## src/rtl/sum_window_avg.sv

```systemverilog
// Averages 2**LOG2_N qualified sums; result is visible the cycle after the last sample.
// The one-entry output register holds until accepted; a completion while it is full is dropped and flags o_ovf.
module sum_window_avg #(
  parameter int W_IN   = 10,
  parameter int LOG2_N = 2
) (
  input  logic              r_clk,
  input  logic              r_rst_n,
  input  logic              i_valid,
  input  logic [W_IN-1:0]   i_sum,
  input  logic              i_clear,
  input  logic              i_ready,
  output logic              o_valid,
  output logic [W_IN-1:0]   o_avg,
  output logic [LOG2_N-1:0] o_cnt,
  output logic              o_ovf
);

  localparam int AW = W_IN + LOG2_N;
  localparam int N  = 1 << LOG2_N;
  localparam logic [LOG2_N-1:0] CNT_PRE = LOG2_N'(N - 2);
  localparam logic [AW-1:0]     HALF    = AW'(N / 2);

  localparam logic [0:0] FILL = 1'b0;
  localparam logic [0:0] LAST = 1'b1;

  logic [AW-1:0]     acc;
  logic [LOG2_N-1:0] cnt;
  logic [0:0]        state;

  logic [AW-1:0]   sum_ext;
  logic [AW-1:0]   acc_next;
  logic [AW-1:0]   rounded;
  logic [W_IN-1:0] result;
  logic            sample;
  logic            complete;
  logic            load;
  logic            drop;
  logic            accept;

  // N*(2**W_IN-1) + N/2 still fits in AW bits, so the rounded sum never wraps.
  assign sum_ext  = {{LOG2_N{1'b0}}, i_sum};
  assign acc_next = acc + sum_ext;
  assign rounded  = acc_next + HALF;
  assign result   = rounded[AW-1:LOG2_N];

  assign sample   = i_valid && !i_clear;
  assign complete = sample && (state == LAST);
  assign accept   = o_valid && i_ready;
  assign load     = complete && (!o_valid || i_ready);
  assign drop     = complete && o_valid && !i_ready;

  always_ff @(posedge r_clk) begin
    if (!r_rst_n) begin
      acc     <= '0;
      cnt     <= '0;
      state   <= FILL;
      o_valid <= 1'b0;
      o_avg   <= '0;
      o_ovf   <= 1'b0;
    end else begin
      if (i_clear) begin
        acc   <= '0;
        cnt   <= '0;
        state <= FILL;
        o_ovf <= 1'b0;
      end else if (i_valid) begin
        if (state == LAST) begin
          acc   <= '0;
          cnt   <= '0;
          state <= FILL;
        end else begin
          acc   <= acc_next;
          cnt   <= cnt + 1'b1;
          state <= (cnt == CNT_PRE) ? LAST : FILL;
        end
      end

      if (drop) begin
        o_ovf <= 1'b1;
      end

      if (load) begin
        o_valid <= 1'b1;
        o_avg   <= result;
      end else if (accept) begin
        o_valid <= 1'b0;
      end
    end
  end

  assign o_cnt = cnt;

endmodule
```

## config.mk

```make
export PLATFORM = sky130hd
export DESIGN_NAME = sum_window_avg
export DESIGN_NICKNAME = d
export VERILOG_FILES = /design/src/rtl/sum_window_avg.sv
export SDC_FILE = /design/constraint.sdc
export NUM_CORES = 1
export LEC_CHECK = 0
export ABC_AREA = 1
export BUFFER_PORTS_ARGS = -buffer_cell sky130_fd_sc_hd__buf_2
export CAP_MARGIN = 10
export CORE_UTILIZATION = 55
export CTS_BUF_LIST = sky130_fd_sc_hd__clkbuf_2
export DETAILED_ROUTE_END_ITERATION = 10
export PLACE_DENSITY = 0.85
export SYNTH_ARGS = -nofsm -noshare
export SYNTH_HDL_FRONTEND = slang
export SYNTH_SLANG_ARGS = --single-unit
```

## constraint.sdc

```tcl
create_clock -name r_clk -period 3.1 [get_ports r_clk]
set_input_delay 0.62 -clock r_clk [delete_from_list [all_inputs] [get_ports r_clk]]
set_output_delay 0.62 -clock r_clk [all_outputs]
set_load 0.1 [all_outputs]
```

==> metrics.md <==
| Metric | Value |
|---|---|
| Clock buffer count from CTS | `3` |
| YS warnings | `0` |
| Reg-to-reg endpoint | `o_avg[5]` |
| Die ar. | `between 3000 and 4000 sq um` |
| Hold Crit Start | `acc[7]` |
| Clk_lat worst skew | `about 0.36 ns` |
| Register area share after synthesis | `0.287` |
| Area occupied by multi-input gates | `around 1200 sq um` |
| Final period demand of the worst path | `around 2.2 ns` |
| # placed instances | `364` |
| Storage element area | `541 sq um` |
| Clock root buffer | `clkbuf_2` |
| # DRC | `0` |
| Ordered cell list for the critical path | `ha_1, fa_1, xnor2_1, inv_1, ha_1, nand2_1, nor2_4, nand3_1, nand2_1, nand3_1, o211ai_1, inv_1` |
| Max Cap Viol | `0` |
| CTS tree | `yes` |
| Post-CTS setup buffer count | `0` |
| Pin count of the biggest net entering global routing | `17` |
| Final Net Count | `roughly 350` |
| N_diodes | `0` |
| Reg-to-reg critical path startpoint | `acc[0]` |
| Cts hold-fix bufs | `0` |
| Clock Tree Buf Depth | `2` |
| Data arrival, critical path | `around 2.5 ns` |
| Clock Skew | `approximately 0.0044 ns` |
| Initial antenna violation count | `0` |
| H-Tree Depth | `1` |
| Cell Count, Final, Fillers Out | `between 300 and 400` |
| R2R Setup Slk | `around 0.86 ns` |
| Reg clk slew, reported paths | `~0.25 ns` |
| Total Wirelength | `about 4 mm` |
| Hold Path Cell Cnt | `2` |
| Synth Area per Inst | `6.39 sq um` |
| Cell area after layout | `between 2000 and 2500 sq um` |
| Max Used Layer | `met4` |
| WS Path Type | `flip-flop to flip-flop` |
| Clk sinks | `27` |
| Total track usage | `0.230` |
| P&R area growth vs syn | `11.0%` |
| Initial DRC Count | `69` |
| Core region area | `3150 sq um` |
| Share of post-route cells with drive strength above 1 | `0.170` |
| FILL cells | `just under 300` |
| Vias | `around 1900` |
| Area contributors post-synth | `dfxtp_1 (29%), nand2_1 (18%), inv_1 (9.0%)` |
| DR WL met2 | `between 1.5 and 2 mm` |
| Num rows | `20` |
| Vias in the first global route | `approximately 1500` |
| Synth Cell Area | `1880 sq um` |
| RSZ-0062 raised after global routing | `no` |
| Antenna violation net count after detailed routing | `0` |
| Worst setup EP type | `flip-flop` |
| Synthesized Nets | `323` |
| Synth unique cells | `29` |
| Min-Delay Endpoint | `acc[7]` |
| Placed Area | `between 2000 and 2500 sq um` |
| Worst-Margin Slew | `roughly 0.5 ns` |
| Synthesized flop and latch total | `27` |
| Final setup TNS | `0 ns` |
| Crit path buf inv count | `2` |
| Initial core utilization | `0.598` |
| Worst reg-to-reg path cell count | `12` |
| Crit path largest cell delay | `0.45 ns` |
| Top Ports | `29` |
| CP max FO | `6` |
| Hold Violations, Final | `0` |
| Final setup fails | `0` |
| Gr ovfl total | `0` |
| Slew Limit Fails | `0` |
| Fin crit share | `0.723` |
| Hold Crit Class | `flip-flop to flip-flop` |
| Post-detail-place hpwl | `approximately 3.1 mm` |
| Max IR drop VDD | `about 0.25 mV` |
| Met3 wire len | `188 um` |
| Critical Path Source Type | `flip-flop` |
| Synth top area share | `0.287` |
| First-pass GRT wire length | `6.29 mm` |
| WL/cell | `around 11 um` |
| CTS resizes | `0` |
| Post-synth top area cell | `dfxtp_1` |
| M1 WL | `1.95 mm` |
| Fmax | `~0.45 GHz` |
| Chip Height | `60.5 um` |
| Slowest-stage cell, CP | `fa_1` |
| Worst hold slack | `0.487 ns` |
| Worst rel slew slack | `0.658` |
| Pre-antenna DRT Iters | `4` |
| Avg Vias per Cell | `about 5.0` |
| CP top delay family | `adder cells` |
| Cells after Synth | `295` |
| Status | `finished, final reports clean` |
| Worst EP required | `3.40 ns` |
| Pwr/cell area | `between 300 and 400 nW/um^2` |
| I/O Buffers | `28` |
| Gpl congestion | `0.955` |
| Die X | `60.5 um` |
| Leakage Power | `between 1 and 1.5 nW` |
[cell usage after synthesis (all sizes together)]
cell	count
xnor2	1
a32o	1
or2	1
clkbuf	3
a2bb2oi	1
o211ai	2
nand3	21
xor2	4
nand2	100
dfxtp	27
buf	1
nor2	36
inv	45
o21ai	8
clkinv	1
nand4	6
and2	1
a21oi	22
ha	12
fa	1
nand3b	1
[state kept, by name, indices dropped and copies added (netlist names)]
| register | flops |
|---|---|
| acc | 12 |
| o_valid | 1 |
| o_ovf | 1 |
| o_cnt | 2 |
| state | 1 |
| o_avg | 10 |
[worst max-delay path by stage]
| stage | startpoint | endpoint | slack (ns) | cells past startpoint |
|---|---|---|---|---|
| floorplan | i_sum[0] | o_avg[3] | 0.72 | 10 |
| global placement | i_sum[0] | o_avg[5] | 0.52 | 13 |
| detailed placement | i_sum[0] | o_avg[5] | 0.46 | 13 |
| CTS | acc[0] | o_avg[5] | 0.87 | 12 |
| global route | acc[0] | o_avg[3] | 0.64 | 10 |
| finish | acc[0] | o_avg[5] | 0.86 | 12 |
[through the flow]
| step | total power, W | utilization | setup slack, ns |
|---|---|---|---|
| 6_report | 0.000676 | 0.663 | 0.860 |
| 3_5_place_dp | 0.000545 | 0.657 | 0.458 |
| 5_1_grt | 0.000718 | 0.663 | 0.637 |
| 2_1_floorplan | 0.000503 | - | 0.724 |
| 3_3_place_gp | 0.000541 | 0.657 | 0.520 |
| 4_1_cts | 0.000685 | 0.663 | 0.868 |
[metal layers]
layer / vias up / track usage
met5: - / 0
met4: 0 / 0.0455
met3: 2 / 0.0405
met2: 51 / 0.388
met1: 821 / 0.311
li1: 982 / -
[area by class of cell]
| cell class | instances | area share |
|---|---|---|
| Multi-Input combinational cell | 218 | 0.552 |
| Clock buffer | 3 | 0.00718 |
| Timing Repair Buffer | 29 | 0.0706 |
| Sequential cell | 27 | 0.259 |
| Tap cell | 44 | 0.0263 |
| Clock inverter | 1 | 0.00239 |
| Inverter | 46 | 0.0826 |
[where the power goes]
group          switching (W)  internal [W]  leakage (nW)
Combinational       0.000121     0.0000603         0.897
Sequential        0.00000367      0.000355         0.219
Clock               0.000107     0.0000292        0.0164
[worst min-delay path, delay by kind of cell (launching register included)]
family / cells / cell delay (ns)
simple gates: 1 / 0.06
flops: 1 / 0.37
compound gates: 1 / 0.05
[placed cells by master, fill, tap and decap left out]
master and n:
nand2_1 89, inv_1 45, nor2_1 30, buf_2 28, dfxtp_1 27, a21oi_1 21
nand3_1 19, ha_1 12, nand2_2 10, o21ai_0 6, nand4_1 6, nor2_2 3
nor2_4 3, xor2_1 3, clkbuf_2 3, nand3_2 2, o21ai_1 2, o211ai_1 2
xnor2_1 1, clkinv_1 1, xor2_2 1, nand2_4 1, a21oi_2 1, and2_1 1
nand3b_1 1, a32o_1 1, a2bb2oi_1 1, or2_2 1, fa_1 1, clkinv_2 1
buf_4 1
[kinds of logic after synthesis]
logic type | synth area share
XOR/XNOR | 0.0272
adder cells (fa/ha/maj) | 0.0903
buffers and inverters | 0.100
flip-flops | 0.287
AO/OA/AOI/OAI | 0.0996
AND/OR/NAND/NOR | 0.396
Note: power is estimated with default switching activity, not from simulation.
